$ cat src/rtl/ahb3lite_pkg.sv
// Shared AHB3-Lite types and constants for the round-robin master.
// Pipeline slot records are sized for up to 32-bit address/data and 8 requesters.
package ahb3lite_pkg;

  typedef enum logic [1:0] {
    HTRANS_IDLE   = 2'b00,
    HTRANS_BUSY   = 2'b01,
    HTRANS_NONSEQ = 2'b10,
    HTRANS_SEQ    = 2'b11
  } htrans_t;

  typedef enum logic [2:0] {
    HSIZE_BYTE  = 3'b000,
    HSIZE_HWORD = 3'b001,
    HSIZE_WORD  = 3'b010
  } hsize_t;

  typedef enum logic {
    ERR_RUN  = 1'b0,
    ERR_HOLD = 1'b1
  } err_state_t;

  localparam logic [2:0] HBURST_SINGLE   = 3'b000;
  localparam logic [3:0] HPROT_DATA_PRIV = 4'b0011;

  localparam int SLOT_ADDR_W = 32;
  localparam int SLOT_DATA_W = 32;
  localparam int SLOT_ID_W   = 3;

  // Address-phase slot: everything needed to (re)issue a transfer.
  typedef struct packed {
    logic                   valid;
    logic [SLOT_ADDR_W-1:0] addr;
    logic                   write;
    logic [2:0]             size;
    logic [SLOT_ID_W-1:0]   id;
    logic [SLOT_DATA_W-1:0] wdata;
  } slot_t;

  // Data-phase slot: only what the data phase and the response need.
  typedef struct packed {
    logic                   valid;
    logic                   write;
    logic [SLOT_ID_W-1:0]   id;
    logic [SLOT_DATA_W-1:0] wdata;
  } dslot_t;

  function automatic int id_width(input int n);
    return (n > 2) ? $clog2(n) : 1;
  endfunction

endpackage

$ cat src/rtl/ahb3lite_rr_master_if.sv
// Requester-side and AHB-side signal bundle for the round-robin master.
// The master modport is the DUT view; the slave modport is the environment view.
interface ahb3lite_rr_master_if
  import ahb3lite_pkg::*;
#(
  parameter int HADDR_SIZE = 32,
  parameter int HDATA_SIZE = 32,
  parameter int NUM_REQ    = 2
);
  localparam int ID_W = id_width(NUM_REQ);

  logic [NUM_REQ-1:0]                 req_valid;
  logic [NUM_REQ-1:0]                 req_ready;
  logic [NUM_REQ-1:0][HADDR_SIZE-1:0] req_addr;
  logic [NUM_REQ-1:0]                 req_write;
  logic [NUM_REQ-1:0][2:0]            req_size;
  logic [NUM_REQ-1:0][HDATA_SIZE-1:0] req_wdata;

  logic                  rsp_valid;
  logic [ID_W-1:0]       rsp_id;
  logic [HDATA_SIZE-1:0] rsp_rdata;
  logic                  rsp_err;

  logic                  HSEL;
  logic [HADDR_SIZE-1:0] HADDR;
  logic                  HWRITE;
  logic [2:0]            HSIZE;
  logic [2:0]            HBURST;
  logic [3:0]            HPROT;
  htrans_t               HTRANS;
  logic [HDATA_SIZE-1:0] HWDATA;
  logic [HDATA_SIZE-1:0] HRDATA;
  logic                  HREADY;
  logic                  HRESP;

  modport master (
    input  req_valid, req_addr, req_write, req_size, req_wdata,
    output req_ready,
    output rsp_valid, rsp_id, rsp_rdata, rsp_err,
    output HSEL, HADDR, HWRITE, HSIZE, HBURST, HPROT, HTRANS, HWDATA,
    input  HRDATA, HREADY, HRESP
  );

  modport slave (
    output req_valid, req_addr, req_write, req_size, req_wdata,
    input  req_ready,
    input  rsp_valid, rsp_id, rsp_rdata, rsp_err,
    input  HSEL, HADDR, HWRITE, HSIZE, HBURST, HPROT, HTRANS, HWDATA,
    output HRDATA, HREADY, HRESP
  );

endinterface

$ cat src/rtl/rr_arbiter.sv
// Rotating-priority arbiter: search starts at r_ptr, which moves one past each winner.
// After reset requester 0 has top priority.
module rr_arbiter
  import ahb3lite_pkg::*;
#(
  parameter int NUM_REQ = 2,
  parameter int ID_W    = id_width(NUM_REQ)
) (
  input  logic               clk,
  input  logic               rst,
  input  logic [NUM_REQ-1:0] i_req,
  input  logic               i_en,
  output logic [NUM_REQ-1:0] o_gnt,
  output logic [ID_W-1:0]    o_gnt_idx,
  output logic               o_gnt_valid
);

  logic [ID_W-1:0]               r_ptr;
  logic [NUM_REQ-1:0][ID_W-1:0]  w_cand_idx;
  logic [NUM_REQ-1:0]            w_cand_req;
  logic [ID_W-1:0]               w_pick_idx;
  logic                          w_pick_hit;

  // Candidate gi is the requester gi places after the pointer, modulo NUM_REQ.
  genvar gi;
  for (gi = 0; gi < NUM_REQ; gi++) begin : g_rot
    logic [ID_W:0] w_sum;
    assign w_sum = {1'b0, r_ptr} + (ID_W+1)'(gi);
    assign w_cand_idx[gi] = (w_sum >= (ID_W+1)'(NUM_REQ)) ?
                            ID_W'(w_sum - (ID_W+1)'(NUM_REQ)) : ID_W'(w_sum);
    assign w_cand_req[gi] = i_req[w_cand_idx[gi]];
  end

  always_comb begin
    w_pick_idx = '0;
    w_pick_hit = 1'b0;
    for (int k = NUM_REQ - 1; k >= 0; k--) begin
      if (w_cand_req[k]) begin
        w_pick_idx = w_cand_idx[k];
        w_pick_hit = 1'b1;
      end
    end
  end

  assign o_gnt_valid = i_en & w_pick_hit;
  assign o_gnt_idx   = w_pick_idx;
  assign o_gnt       = o_gnt_valid ? (NUM_REQ'(1) << w_pick_idx) : '0;

  always_ff @(posedge clk or posedge rst) begin
    if (rst) begin
      r_ptr <= '0;
    end else if (o_gnt_valid) begin
      r_ptr <= (w_pick_idx == ID_W'(NUM_REQ - 1)) ? '0 : w_pick_idx + 1'b1;
    end
  end

endmodule

$ cat src/rtl/ahb3lite_rr_master.sv
// Round-robin AHB3-Lite master: single NONSEQ transfers through a two-slot
// address/data pipeline, with wait states and two-cycle ERROR reissue.
module ahb3lite_rr_master
  import ahb3lite_pkg::*;
#(
  parameter int HADDR_SIZE = 32,
  parameter int HDATA_SIZE = 32,
  parameter int NUM_REQ    = 2
) (
  input  logic HCLK,
  input  logic HRESET,
  ahb3lite_rr_master_if.master bus
);

  localparam int ID_W = id_width(NUM_REQ);

  slot_t                 r_a;
  dslot_t                r_d;
  err_state_t            r_err_state;
  err_state_t            w_err_state_next;
  logic                  r_rsp_valid;
  logic                  r_rsp_err;
  logic [ID_W-1:0]       r_rsp_id;
  logic [HDATA_SIZE-1:0] r_rsp_rdata;

  logic                  w_a_present;
  logic                  w_a_free;
  logic [NUM_REQ-1:0]    w_gnt;
  logic [ID_W-1:0]       w_gnt_idx;
  logic                  w_gnt_valid;
  slot_t                 w_req_slot;
  logic                  w_d_done;

  // An error-held slot stays loaded but is hidden from the bus for one cycle.
  assign w_a_present = r_a.valid && (r_err_state == ERR_RUN);
  assign w_a_free    = !r_a.valid || (w_a_present && bus.HREADY);
  assign w_d_done    = r_d.valid && bus.HREADY;

  rr_arbiter #(
    .NUM_REQ (NUM_REQ),
    .ID_W    (ID_W)
  ) u_arb (
    .clk         (HCLK),
    .rst         (HRESET),
    .i_req       (bus.req_valid),
    .i_en        (w_a_free),
    .o_gnt       (w_gnt),
    .o_gnt_idx   (w_gnt_idx),
    .o_gnt_valid (w_gnt_valid)
  );

  always_comb begin
    w_req_slot       = '0;
    w_req_slot.valid = 1'b1;
    w_req_slot.addr  = SLOT_ADDR_W'(bus.req_addr[w_gnt_idx]);
    w_req_slot.write = bus.req_write[w_gnt_idx];
    w_req_slot.size  = bus.req_size[w_gnt_idx];
    w_req_slot.id    = SLOT_ID_W'(w_gnt_idx);
    w_req_slot.wdata = SLOT_DATA_W'(bus.req_wdata[w_gnt_idx]);
  end

  // Error FSM: first ERROR cycle (HREADY low) arms the hold, the completing cycle drops it.
  always_ff @(posedge HCLK or posedge HRESET) begin
    if (HRESET) begin
      r_err_state <= ERR_RUN;
    end else begin
      r_err_state <= w_err_state_next;
    end
  end

  always_comb begin
    w_err_state_next = r_err_state;
    case (r_err_state)
      ERR_RUN: begin
        if (r_d.valid && bus.HRESP && !bus.HREADY) begin
          w_err_state_next = ERR_HOLD;
        end
      end
      ERR_HOLD: begin
        if (bus.HREADY) begin
          w_err_state_next = ERR_RUN;
        end
      end
      default: w_err_state_next = ERR_RUN;
    endcase
  end

  always_ff @(posedge HCLK or posedge HRESET) begin
    if (HRESET) begin
      r_a         <= '0;
      r_d         <= '0;
      r_rsp_valid <= 1'b0;
      r_rsp_err   <= 1'b0;
      r_rsp_id    <= '0;
      r_rsp_rdata <= '0;
    end else begin
      if (w_a_free) begin
        if (w_gnt_valid) begin
          r_a <= w_req_slot;
        end else begin
          r_a.valid <= 1'b0;
        end
      end

      if (bus.HREADY) begin
        if (w_a_present) begin
          r_d.valid <= 1'b1;
          r_d.write <= r_a.write;
          r_d.id    <= r_a.id;
          r_d.wdata <= r_a.wdata;
        end else begin
          r_d.valid <= 1'b0;
        end
      end

      r_rsp_valid <= w_d_done;
      if (w_d_done) begin
        r_rsp_id    <= ID_W'(r_d.id);
        r_rsp_err   <= bus.HRESP;
        r_rsp_rdata <= (r_d.write || bus.HRESP) ? '0 : bus.HRDATA;
      end else begin
        r_rsp_err   <= 1'b0;
      end
    end
  end

  assign bus.HSEL      = w_a_present;
  assign bus.HTRANS    = w_a_present ? HTRANS_NONSEQ : HTRANS_IDLE;
  assign bus.HADDR     = HADDR_SIZE'(r_a.addr);
  assign bus.HWRITE    = r_a.write;
  assign bus.HSIZE     = r_a.size;
  assign bus.HBURST    = HBURST_SINGLE;
  assign bus.HPROT     = HPROT_DATA_PRIV;
  assign bus.HWDATA    = r_d.valid ? HDATA_SIZE'(r_d.wdata) : '0;

  assign bus.req_ready = w_gnt;
  assign bus.rsp_valid = r_rsp_valid;
  assign bus.rsp_id    = r_rsp_id;
  assign bus.rsp_rdata = r_rsp_rdata;
  assign bus.rsp_err   = r_rsp_err;

endmodule

$ cat src/flat_wrapper.sv
// flat-port wrapper written by rule: the top's interface ports become plain ports
module ahb3lite_rr_master_flat import ahb3lite_pkg::*;
#(
  parameter int HADDR_SIZE = 32,
  parameter int HDATA_SIZE = 32,
  parameter int NUM_REQ    = 2
)
  (HCLK, HRESET, bus_req_valid, bus_req_addr, bus_req_write, bus_req_size, bus_req_wdata, bus_req_ready, bus_rsp_valid, bus_rsp_id, bus_rsp_rdata, bus_rsp_err, bus_HSEL, bus_HADDR, bus_HWRITE, bus_HSIZE, bus_HBURST, bus_HPROT, bus_HTRANS, bus_HWDATA, bus_HRDATA, bus_HREADY, bus_HRESP);
  ahb3lite_rr_master_if #(.HADDR_SIZE(HADDR_SIZE), .HDATA_SIZE(HDATA_SIZE), .NUM_REQ(NUM_REQ)) bus_i ();
  input  logic HCLK;
  input  logic HRESET;
  input wire logic [$bits(bus_i.req_valid)-1:0] bus_req_valid;
  input wire logic [$bits(bus_i.req_addr)-1:0] bus_req_addr;
  input wire logic [$bits(bus_i.req_write)-1:0] bus_req_write;
  input wire logic [$bits(bus_i.req_size)-1:0] bus_req_size;
  input wire logic [$bits(bus_i.req_wdata)-1:0] bus_req_wdata;
  output wire logic [$bits(bus_i.req_ready)-1:0] bus_req_ready;
  output wire logic [$bits(bus_i.rsp_valid)-1:0] bus_rsp_valid;
  output wire logic [$bits(bus_i.rsp_id)-1:0] bus_rsp_id;
  output wire logic [$bits(bus_i.rsp_rdata)-1:0] bus_rsp_rdata;
  output wire logic [$bits(bus_i.rsp_err)-1:0] bus_rsp_err;
  output wire logic [$bits(bus_i.HSEL)-1:0] bus_HSEL;
  output wire logic [$bits(bus_i.HADDR)-1:0] bus_HADDR;
  output wire logic [$bits(bus_i.HWRITE)-1:0] bus_HWRITE;
  output wire logic [$bits(bus_i.HSIZE)-1:0] bus_HSIZE;
  output wire logic [$bits(bus_i.HBURST)-1:0] bus_HBURST;
  output wire logic [$bits(bus_i.HPROT)-1:0] bus_HPROT;
  output wire logic [$bits(bus_i.HTRANS)-1:0] bus_HTRANS;
  output wire logic [$bits(bus_i.HWDATA)-1:0] bus_HWDATA;
  input wire logic [$bits(bus_i.HRDATA)-1:0] bus_HRDATA;
  input wire logic [$bits(bus_i.HREADY)-1:0] bus_HREADY;
  input wire logic [$bits(bus_i.HRESP)-1:0] bus_HRESP;
  assign bus_i.req_valid = bus_req_valid;
  assign bus_i.req_addr = bus_req_addr;
  assign bus_i.req_write = bus_req_write;
  assign bus_i.req_size = bus_req_size;
  assign bus_i.req_wdata = bus_req_wdata;
  assign bus_req_ready = bus_i.req_ready;
  assign bus_rsp_valid = bus_i.rsp_valid;
  assign bus_rsp_id = bus_i.rsp_id;
  assign bus_rsp_rdata = bus_i.rsp_rdata;
  assign bus_rsp_err = bus_i.rsp_err;
  assign bus_HSEL = bus_i.HSEL;
  assign bus_HADDR = bus_i.HADDR;
  assign bus_HWRITE = bus_i.HWRITE;
  assign bus_HSIZE = bus_i.HSIZE;
  assign bus_HBURST = bus_i.HBURST;
  assign bus_HPROT = bus_i.HPROT;
  assign bus_HTRANS = bus_i.HTRANS;
  assign bus_HWDATA = bus_i.HWDATA;
  assign bus_i.HRDATA = bus_HRDATA;
  assign bus_i.HREADY = bus_HREADY;
  assign bus_i.HRESP = bus_HRESP;
  ahb3lite_rr_master #(.HADDR_SIZE(HADDR_SIZE), .HDATA_SIZE(HDATA_SIZE), .NUM_REQ(NUM_REQ)) u_core (.HCLK(HCLK), .HRESET(HRESET), .bus(bus_i));
endmodule
$ cat config.mk
export PLATFORM = sky130hd
export DESIGN_NAME = ahb3lite_rr_master_flat
export DESIGN_NICKNAME = d
export VERILOG_FILES = /design/src/rtl/ahb3lite_pkg.sv /design/src/rtl/ahb3lite_rr_master_if.sv /design/src/rtl/rr_arbiter.sv /design/src/rtl/ahb3lite_rr_master.sv /design/src/flat_wrapper.sv
export SDC_FILE = /design/constraint.sdc
export NUM_CORES = 1
export LEC_CHECK = 0
export ABC_AREA = 1
export CAP_MARGIN = 40
export CORE_ASPECT_RATIO = 1.5
export CORE_MARGIN = 2
export CORE_UTILIZATION = 26
export CTS_CLUSTER_DIAMETER = 60
export DETAILED_ROUTE_END_ITERATION = 10
export SYNTH_ARGS = -nofsm -noshare
export SYNTH_HDL_FRONTEND = slang
export SYNTH_SLANG_ARGS = --single-unit
$ cat constraint.sdc
create_clock -name HCLK -period 7.01 [get_ports HCLK]
set_input_delay 2.103 -clock HCLK [delete_from_list [all_inputs] [get_ports HCLK]]
set_output_delay 2.103 -clock HCLK [all_outputs]
set_load 0.03 [all_outputs]
After elaboration in Yosys (flattened, before gate mapping)

Cells that the tools add are included.

Output and inout bits: 115
Logic and storage cells: 68
Register bits: 142
Input port bits: 174

Reduce and logical (&&, ||, !) cells: 11
Add/sub/neg operators: 4
Mux-type cells: 29
Shifts and indexed selects: 1
Order comparisons: 5
Bitwise gates (word level): 2

Operators by type and width:

| kind                | count |
|---|---|
| $mux 32             | 6 |
| $mux 1              | 18 |
| $lt 1x2->1 const B  | 3 |
| $mux 3              | 2 |
| $logic_and 1x1->1   | 5 |
| $mux 2              | 2 |
| $reduce_and 2->1    | 2 |
| $add 1x1->2 const B | 1 |
| $ge 1x2->1 const B  | 1 |
| $ge 2x2->1 const B  | 1 |
| $logic_not 1->1     | 2 |
| $logic_or 1x1->1    | 2 |
| $pmux 1 s2          | 1 |
| $shl 1x1->2 const A | 1 |
| $sub 1x1->1 const B | 2 |
| $add 1x1->1 const B | 1 |
| $and 1x1->1         | 1 |
| $not 1->1           | 1 |

Longest topological paths before layout

Gate-level depths: netlist of run 1.

Word-level depth: 9
Gate-level depth with buffers: 8
Mapped depth without buffers: 7

Cells and area by module

A second synthesis of run 1 with hierarchy kept.

Cells, all modules: 956
Area total of the unflattened synthesis: 7013.0 µm²

Modules (own cells, without submodules):

| module             | area an instance (µm²) | cells each | times used |
|---|---|---|---|
| ahb3lite_rr_master | 6931.6                 | 941        | 1 |
| rr_arbiter         | 81.3                   | 15         | 1 |

Least setup slack after synthesis of run 1

Ideal clock, no wire load.

Path kind: input port to output port
From: in bus_req_valid[0]
To: out bus_req_ready[1]
Stages: 4
Setup slack: 1.926 ns
Arrival: 2.981 ns
Cell sequence: nand2_1 -> nand2_1 -> buf_2 -> nor2_1

Cells in the longest elaborated chain, start to end: 6
Elaborated cells on any way between the ends: 11

Ends and longest elaborated chain:

| element                                    | line                               | RTL |
|---|---|---|
| start, declared                            | flat_wrapper.sv:12                 | `input wire logic [$bits(bus_i.req_valid)-1:0] bus_req_valid;` |
| $mux 1 (not written as such) (2 in a row)  | rr_arbiter.sv:31                   | `assign w_cand_req[gi] = i_req[w_cand_idx[gi]];` |
| $mux 1 (2 in a row)                        | rr_arbiter.sv:38                   | `if (w_cand_req[k]) begin` |
| $shl 1x1->2 or $and 1x1->1 (tied branches) | rr_arbiter.sv:47, rr_arbiter.sv:45 |  |
| $mux 2 (*)                                 | rr_arbiter.sv:47                   | `assign o_gnt = o_gnt_valid ? (NUM_REQ'(1) << w_pick_idx) : '0;` |
| end, declared                              | flat_wrapper.sv:17                 | `output wire logic [$bits(bus_i.req_ready)-1:0] bus_req_ready;` |

Every way passes the cells marked *; elsewhere a longest branch is shown, timed or not. The select of a mux whose other input is x is not followed.

Final worst setup path of run 1

From: in bus_req_valid[1]
To: out bus_req_ready[1]

The elaborated chain is that of the path after synthesis.

==> results of run 1 <==
==> through the flow <==
step           cell area [um^2]  setup WS [ns]  util, %  hold WS (ns)  instances
2_1_floorplan              7020           1.10        -         0.442        958
3_3_place_gp               9720          0.843     36.7         0.462       1481
3_5_place_dp               9790          0.788     37.0         0.465       1484
4_1_cts                   10300          0.777     38.9         0.480       1513
5_1_grt                   10300          0.607     38.9         0.496       1513
6_report                  10300          0.814     38.9         0.476       1513
==> layout by cell type, fill, tap and decap left out, drive strengths merged <==
| cell | instances |
|---|---|
| nand2 | 519 |
| clkdlybuf4s50 | 278 |
| dfrtp | 142 |
| nand3 | 135 |
| inv | 42 |
| clkbuf | 21 |
| buf | 14 |
| conb | 8 |
| nor2 | 6 |
| clkinv | 5 |
| a21oi | 2 |
| clkinvlp | 2 |
| o21ai | 1 |
| bufinv | 1 |
==> area by class of cell <==
cell class	instances	area, um^2
Tap cell	337	422
Clock inverter	8	70.1
Fill cell	2738	16200
Sequential cell	142	3550
Timing Repair Buffer	292	2930
Clock buffer	21	450
Multi-Input combinational cell	671	2720
Inverter	42	163
==> worst reg2reg max path: stages, from the launching register on <==
cell and delay [ns]:
dfrtp_1 0.39, inv_1 0.11, nand3_2 0.63, nand2_1 0.37, nand2_2 0.42, buf_4 0.45, nand2_1 0.12, nand2_1 0.07
==> where the power goes <==
group          internal (mW)  switching (mW)
logic                  0.409           0.597
registers              0.999           0.104
clock network          0.487           0.332
total                   1.90            1.03
==> worst min path at each step <==
stage	slack, ns	cells past startpoint	to
after floorplan	0.44	2	u_core.bus.rsp_id
after global placement	0.46	2	u_core.bus.rsp_id
after detailed placement	0.46	2	u_core.bus.HADDR[17]
after CTS	0.48	2	u_core.bus.HADDR[27]
after global routing	0.50	2	u_core.bus.HADDR[5]
final	0.48	2	u_core.bus.rsp_id
==> sequential cells by signal, indices dropped and copies added (netlist names) <==
signal / count
u_core.bus.HADDR: 32
u_core.bus.HSIZE: 3
u_core.bus.HWRITE: 1
u_core.bus.rsp_err: 1
u_core.bus.rsp_id: 1
u_core.bus.rsp_rdata: 32
u_core.bus.rsp_valid: 1
u_core.r_a: 34
u_core.r_d: 35
u_core.r_err_state: 1
u_core.u_arb.r_ptr: 1
==> kinds of logic (layout without fill, tap and decap cells) <==
family / Yosys count / count (layout)
buf+inv: 145 / 363
compound gates: 3 / 3
simple gates: 660 / 660
other cells: 2 / 8
flops: 142 / 142
==> routing by layer <==
layer | part of all wire [%] | GRT usage [%] | vias up
li1 | - | - | 3303
met1 | 41 | 18.1 | 3029
met2 | 52 | 27.9 | 200
met3 | 5.3 | 3.76 | 24
met4 | 2.3 | 6.12 | 0
met5 | 0 | 0 | -
==> metrics.cfg, run 1 <==
[route]
via_per_inst = 4.33
drt-total-wl_um = 22300
wl_per_cell_um = 14.7
drtIter0Drc = 376
final_antenna_net_count = 0
drc = 0
first_pass_iters = 4
vias = 6556

[power]
power_density_nw_per_um2 = 284
vdd_drop_max_mv = 0.168
power_leakage_nw = 5.38
power_mw = 2.93

[logic_synthesis]
async_flop_share_pct = 100
synth_top_area_share_pct = 50.8
yosysMostFrequentCell = nand2_1
synth-simple-area-share_pct = 38.0
syn_area_per_cell_um2 = 7.35
synth_seq_area_share_pct = 50.8
syn-instance-count = 952
synthXorXnorAreaFrac_pct = 0
synth-adder-area-share_pct = 0
synthTopCellsByCount = nand2_1, dfrtp_1, nand3_1, buf_4, inv_1
synth_area_um2 = 7000
ys_top_cells_by_area = dfrtp_1, nand2_1, nand3_1
synth_enable_flop_cells = 0
synth_compound_area_share_pct = 0.215
ys_ff_latch = 142
synth_top_family_by_area = simple AND/OR/NAND/NOR gates
ys.warnings.count = 0
ys_types = 17
ys.flop_type = dfrtp_1
yosys.area.top_type = dfrtp_1
synthMuxAreaShare_pct = 0

[run_status]
outcome = complete, no violations

[setup_path]
cp-end-kind = output pin
path_delay_family = buffers and inverters
max_stage_delay_ns = 0.70
startpoint_type = primary input
worstSetupPathDepth = 4
r2r-end = u_core.r_a[7]
critPathKind = in -> out
cpMaxStageDelayCell = clkdlybuf4s50_1
worst-path-buf-inv = 2
arrival_ns = 4.09
r2r_start = u_core.r_err_state
rrSetupSlack_ns = 4.34
cp_max_fo = 30
endpoint = bus_req_ready[1]
path_cells = buf_2 > nand2_2 > nor2_1 > clkdlybuf4s50_1
startpoint = bus_req_valid[1]
critPathRequiredTime_ns = 4.91
rr_worst_depth = 7

[floorplan]
boundaryPins = 289
dieArea_um2 = 28300
die_w_um = 138
start_util_pct = 26.4
core-area_um2 = 26500
chipHeight_um = 205
rows = 73

[placed_design]
gp_congestion = 0.793
io_buffers = 280
place_hpwl_um = 15700

[min_path]
hold_path.class = reg -> reg
hp-start = u_core.bus.rsp_id

[global_route]
grt_max_degree = 69
grt.total_usage_pct = 15.8
antenna_found_initial = 0
grt_pass1_vias = 6441
grt_pass1_wl_um = 34100
overflow = 0

[cts]
numCtsBuffers = 17
htreeDepth = 4
cts_resized = 0
clkSlewWorstSetupHoldPaths_ns = 0.05
root_buffer = clkbuf_16
insertion_delay_ns = 0.42
cts_hold_buffers = 0
cts.path.max_buffers = 2
cts.sinks = 142
cts_setup_buffers = 0
cts_tree = done

[sta]
rsz0062_at_grt = no
final-hold-violation-count = 0
period_minus_slack_ns = 6.20
relSlewSlack_pct = 45.2
maxClockFrequency_mhz = 161
drv_slew = 0
finalCritPeriodShare_pct = 88.4
fin_skew_ns = 0.0128
setup_viol = 0
setup_tns_ns = 0
worst_pin_slew_ns = 0.821

[run]
drv_cap = 0

[layout]
diodes = 0
final_net_count = 1340
area_growth_syn_to_layout_pct = 47.3
drive_above_1_share_pct = 4.34

Note: power is estimated with default switching activity, not from simulation.
==> run 2, diff against run 1 <==
Settings changed: PLACE_DENSITY set to 0.61.
==> run 2 against run 1 <==
Compared with the run above:
- global-route usage fell by 0.44 points
- setup slack improved by 0.36 ns
- largest cell class unchanged
- sequential cell count did not move
- highest routed layer unchanged
- maximum frequency rose by 6.2%
- combinational power barely moved
- critical path type unchanged
==> metrics.cfg, run 2 (same netlist as run 1, synthesis figures left out) <==
[setup_path]
max_stage_delay_ns = 0.57  ; was 0.70 ns
rrSetupSlack_ns = 4.46  ; was 4.34 ns
cpMaxStageDelayCell = buf_4  ; was clkdlybuf4s50_1
cp-end-kind = output pin  ; unchanged
crit_top_cell = nand2_2
critPathKind = in -> out  ; unchanged
cp_max_fo = 69  ; was 30
arrival_ns = 3.73  ; was 4.09 ns
rr_worst_depth = 7  ; unchanged
startpoint_type = primary input  ; unchanged
path_cells = clkdlybuf4s50_1 > nand2_2 > nand2_2 > buf_4 > nor2_1 > buf_12  ; was buf_2 > nand2_2 > nor2_1 > clkdlybuf4s50_1
r2r-end = u_core.r_a[10]  ; was u_core.r_a[7]
r2r_start = u_core.r_err_state  ; unchanged
critPathRequiredTime_ns = 4.91  ; about the same

[placed_design]
io_buffers = 280  ; unchanged
gp_congestion = 0.784  ; was 0.793
pre_cts_slack_ns = 1.15  ; was 0.788 ns
place_hpwl_um = 15300  ; was 15700 um

[cts]
cts_setup_buffers = 0  ; unchanged
numCtsBuffers = 17  ; unchanged
insertion_delay_ns = 0.42  ; about the same
clkSlewWorstSetupHoldPaths_ns = 0.06  ; was 0.05 ns
cts_hold_buffers = 0  ; unchanged
cts_tree = done  ; unchanged
htreeDepth = 4  ; unchanged
root_buffer = clkbuf_16  ; unchanged
cts.sinks = 142  ; unchanged
cts_resized = 0  ; unchanged
cts.path.max_buffers = 2  ; unchanged

[min_path]
holdPathEnd = u_core.bus.HSIZE[2]  ; was u_core.bus.rsp_id
hold_path.class = reg -> reg  ; unchanged
whs_path_depth = 2  ; unchanged
hp-start = u_core.bus.HSIZE[2]  ; was u_core.bus.rsp_id

[global_route]
overflow = 0  ; unchanged
busiest_layer = met2  ; unchanged
grt_pass1_vias = 6582  ; was 6441
antenna_found_initial = 0  ; unchanged
met3_usage_pct = 3.86  ; was 3.76%
grt.total_usage_pct = 15.3  ; was 15.8%
grt_pass1_wl_um = 33400  ; was 34100 um
grt_use_met2_pct = 27.2  ; was 27.9%
grt_max_degree = 70  ; was 69
grt.met1_usage_pct = 17.6  ; was 18.1%

[route]
final_antenna_net_count = 0  ; unchanged
via_per_inst = 4.27  ; was 4.33
first_pass_iters = 4  ; unchanged
wl_per_cell_um = 14.2  ; was 14.7 um
drc = 0  ; unchanged
drtIter0Drc = 262  ; was 376
drt-total-wl_um = 21600  ; was 22300 um
vias = 6470  ; was 6556

[sta]
setup_tns_ns = 0  ; unchanged
relSlewSlack_pct = 47.5  ; was 45.2%
worst_pin_slew_ns = 0.786  ; was 0.821 ns
rsz0062_at_grt = no  ; unchanged
fin_skew_ns = 0.00575  ; was 0.0128 ns
finalCritPeriodShare_pct = 83.2  ; was 88.4%
period_minus_slack_ns = 5.83  ; was 6.20 ns
drv_slew = 0  ; unchanged
setup_viol = 0  ; unchanged
maxClockFrequency_mhz = 171  ; was 161 MHz
setup_ws_ns = 1.18  ; was 0.814 ns
final-hold-violation-count = 0  ; unchanged

[run_status]
outcome = complete, no violations  ; unchanged

[layout]
diodes = 0  ; unchanged
largest_reg_flops = 35  ; unchanged
utilization_pct = 39.4  ; was 38.9%
top_regs = u_core.r_d: 35 flops, u_core.r_a: 34 flops  ; unchanged
regMostFlops = u_core.r_d  ; unchanged
area_growth_syn_to_layout_pct = 48.9  ; was 47.3%
most-common-layout-cells = nand2_1, clkdlybuf4s50_1, dfrtp_1  ; unchanged
mostFrequentLayoutCell = nand2_1  ; unchanged
drive_above_1_share_pct = 4.75  ; was 4.34%
final.fill_count = 2732  ; was 2738
final_net_count = 1339  ; was 1340

[run]
drv_cap = 0  ; unchanged

[floorplan]
dieArea_um2 = 28300  ; unchanged
start_util_pct = 26.4  ; unchanged
core-area_um2 = 26500  ; unchanged
chipHeight_um = 205  ; unchanged
rows = 73  ; unchanged
boundaryPins = 289  ; unchanged
die_w_um = 138  ; unchanged

[power]
power_mw = 3.09  ; was 2.93 mW
vdd_drop_max_mv = 0.166  ; was 0.168 mV
power_leakage_nw = 5.44  ; was 5.38 nW
power_density_nw_per_um2 = 297  ; was 284 nW/um^2

## run 2: routing by layer
layer  part of all wire [%]  wire length [um]
met5                      0                 0
met4                    2.0               429
met3                    5.9              1270
met2                     51             11000
met1                     41              8880
## run 2: worst max path at each step
| stage | depth (start not counted) | to | start | slack [ns] |
|---|---|---|---|---|
| floorplan | 1 | u_core.bus.HADDR[0] | HRESET | 1.10 |
| global placement | 6 | bus_req_ready[1] | bus_req_valid[0] | 1.17 |
| detailed placement | 6 | bus_req_ready[1] | bus_req_valid[0] | 1.15 |
| CTS | 6 | bus_req_ready[1] | bus_req_valid[0] | 1.15 |
| global route | 6 | bus_req_ready[1] | bus_req_valid[0] | 1.05 |
| finish | 6 | bus_req_ready[1] | bus_req_valid[0] | 1.18 |
## run 2: cell type report
class	count	area, um^2	share of cell area, %
clock inverters	9	154	1.48
well taps	337	422	4.05
multi-input cells	671	2720	26.1
clock buffers	23	498	4.78
flip-flops and latches	142	3550	34.1
inverters	42	163	1.56
repair buffers	291	2910	27.9
## run 2: critical path, delay by kind of cell
family	cells	cell delay (ns)
buffers and inverters	3	1.27
and+or+nand+nor	3	0.35
## run 2: metrics by stage
step	instance area (um^2)	hold slack (ns)	instances
floorplan	7020	0.442	958
global placement	9730	0.459	1481
finish	10400	0.474	1515
CTS	10400	0.480	1515
detailed placement	9770	0.464	1483
global route	10400	0.494	1515
## run 2: power breakdown
part / switching (mW) / internal [mW]
registers: 0.106 / 0.999
logic: 0.591 / 0.406
clock network: 0.350 / 0.643
==> run 3, diff against run 2 <==
Clock period 7.01 ns to 5.8 ns, I/O delays scaled along.
==> run 3 against run 2 <==
Compared with the run above:
- sequential cell count is the same
- sequential power grew 21%
- clock skew up 0.0025 ns
- first-iteration DRC count up 34%
- non-clock buffer count increased by 3
- clock-buffer cell count shrank 3
- hold slack better by 0.0022 ns
- combinational power up 22%
- cell count is 0.20% higher
- sequential share of layout area grew 0.090 points
- die area unchanged
- critical endpoint is now bus_req_ready[0]
==> metrics.cfg, run 3 (same netlist as run 1, synthesis figures left out) <==
[sta]
finalCritPeriodShare_pct = 84.1
maxClockFrequency_mhz = 205
fin_skew_ns = 0.00829  ; was 0.00575 ns
relSlewSlack_pct = 48.4  ; was 47.5%
rsz0062_at_grt = no  ; unchanged
setup_tns_ns = 0  ; unchanged
setup_viol = 0  ; unchanged
setup_ws_ns = 0.921  ; was 1.18 ns
whs_ns = 0.477  ; was 0.474 ns
worst_pin_slew_ns = 0.774  ; was 0.786 ns
drv_slew = 0  ; unchanged
period_minus_slack_ns = 4.88
final-hold-violation-count = 0  ; unchanged

[cts]
insertion_delay_ns = 0.43  ; was 0.42 ns
cts_setup_buffers = 0  ; unchanged
cts.path.max_buffers = 2  ; unchanged
cts.sinks = 142  ; unchanged
htreeDepth = 4  ; unchanged
cts_hold_buffers = 0  ; unchanged
root_buffer = clkbuf_16  ; unchanged
cts_resized = 0  ; unchanged
cts_tree = done  ; unchanged
numCtsBuffers = 17  ; unchanged
clkSlewWorstSetupHoldPaths_ns = 0.06  ; about the same

[layout]
largest_reg_flops = 35  ; unchanged
most-common-layout-cells = nand2_1, clkdlybuf4s50_1, dfrtp_1  ; unchanged
area_growth_syn_to_layout_pct = 48.5  ; was 48.9%
mostFrequentLayoutCell = nand2_1  ; unchanged
drive_above_1_share_pct = 5.00  ; was 4.75%
final_net_count = 1342  ; was 1339
final_cells = 1518  ; was 1515
diodes = 0  ; unchanged
post-route-cell-area_um2 = 10400  ; about the same
regMostFlops = u_core.r_d  ; unchanged
top_regs = u_core.r_d: 35 flops, u_core.r_a: 34 flops  ; unchanged

[setup_path]
arrival_ns = 3.14  ; was 3.73 ns
cp-end-kind = output pin  ; unchanged
cpMaxStageDelayCell = clkdlybuf4s50_1  ; was buf_4
critPathKind = in -> out  ; unchanged
rrSetupSlack_ns = 3.43  ; was 4.46 ns
worst-path-buf-inv = 3  ; unchanged
cp_max_fo = 28  ; was 69
startpoint_type = primary input  ; unchanged
max_stage_delay_ns = 0.50  ; was 0.57 ns
crit_top_cell = nand2_2  ; unchanged
path_cells = clkdlybuf4s50_1 > nand2_2 > nand2_2 > nand2_1 > inv_1 > buf_4  ; was clkdlybuf4s50_1 > nand2_2 > nand2_2 > buf_4 > nor2_1 > buf_12
path_delay_family = buffers and inverters  ; unchanged
critPathRequiredTime_ns = 4.06  ; was 4.91 ns

[global_route]
grt_max_degree = 82  ; was 70
grt_pass1_wl_um = 33900  ; was 33400 um
grt.total_usage_pct = 15.5  ; was 15.3%
antenna_found_initial = 0  ; unchanged
grt_pass1_vias = 6513  ; was 6582
overflow = 0  ; unchanged

[route]
drc = 0  ; unchanged
wl_per_cell_um = 14.4  ; was 14.2 um
vias = 6584  ; was 6470
drt-total-wl_um = 21900  ; was 21600 um
via_per_inst = 4.34  ; was 4.27
first_pass_iters = 6  ; was 4
drtIter0Drc = 352  ; was 262
final_antenna_net_count = 0  ; unchanged

[power]
power_leakage_nw = 5.42  ; was 5.44 nW
power_density_nw_per_um2 = 350  ; was 297 nW/um^2
vdd_drop_max_mv = 0.234  ; was 0.166 mV

[run_status]
outcome = complete, no violations  ; unchanged

[floorplan]
chipHeight_um = 205  ; unchanged
dieArea_um2 = 28300  ; unchanged
start_util_pct = 26.4  ; unchanged
boundaryPins = 289  ; unchanged
die_w_um = 138  ; unchanged
core-area_um2 = 26500  ; unchanged
rows = 73  ; unchanged

[run]
drv_cap = 0  ; unchanged

[placed_design]
gp_congestion = 0.768  ; was 0.784
place_hpwl_um = 15300  ; about the same
dp_cells = 1486  ; was 1483
io_buffers = 280  ; unchanged
pre_cts_slack_ns = 0.897  ; was 1.15 ns
place_area_um2 = 9810  ; was 9770 um^2

[min_path]
hold_path.class = reg -> reg  ; unchanged

## run 3: worst paths after layout
kind                                       endpoint  cells after the start                 from
setup reg to reg           u_core.bus.rsp_rdata[18]                      5       u_core.r_d[36]
max in group asynchronous  u_core.bus.rsp_rdata[31]                      3               HRESET
hold / removal                  u_core.bus.HADDR[5]                      2  u_core.bus.HADDR[5]
min in group asynchronous             u_core.r_a[0]                      2               HRESET
setup / recovery                   bus_req_ready[0]                      6     bus_req_valid[0]
hold reg to reg                 u_core.bus.HADDR[5]                      2  u_core.bus.HADDR[5]
## run 3: routing by layer
metal  global-route usage [%]  share of wire, %  wire [um]
met5                        0                 0          0
met4                     5.83               2.5        542
met3                     4.21               6.5       1430
met2                     26.8                50      11000
met1                     18.2                41       8930
## run 3: where the power goes
| part | leakage, nW | switching [mW] | internal [mW] | total, mW |
|---|---|---|---|---|
| Sequential | 1.80 | 0.125 | 1.21 | 1.33 |
| Combinational | 3.35 | 0.721 | 0.499 | 1.22 |
| Clock | 0.281 | 0.443 | 0.647 | 1.09 |
| Total | 5.42 | 1.29 | 2.35 | 3.64 |
## run 3: through the flow
step	util [%]	power (mW)
floorplan	-	2.10
finish	39.2	3.64
detailed placement	37.0	2.58
global placement	36.8	2.56
global route	39.2	3.85
CTS	39.2	3.69
## run 3: final cells by class
type	instances	area, um^2
sequential	142	3550
clock inverter	12	138
fill	2757	16100
multi-input combinational	671	2720
timing repair buffer	294	2950
tap	337	422
inverter	42	163
clock buffer	20	447
## run 3: worst min-delay path: cells and delay by family, from the launching register on
kind / cells / cell delay (ns)
flip-flops: 1 / 0.34
AND/OR/NAND/NOR: 2 / 0.11
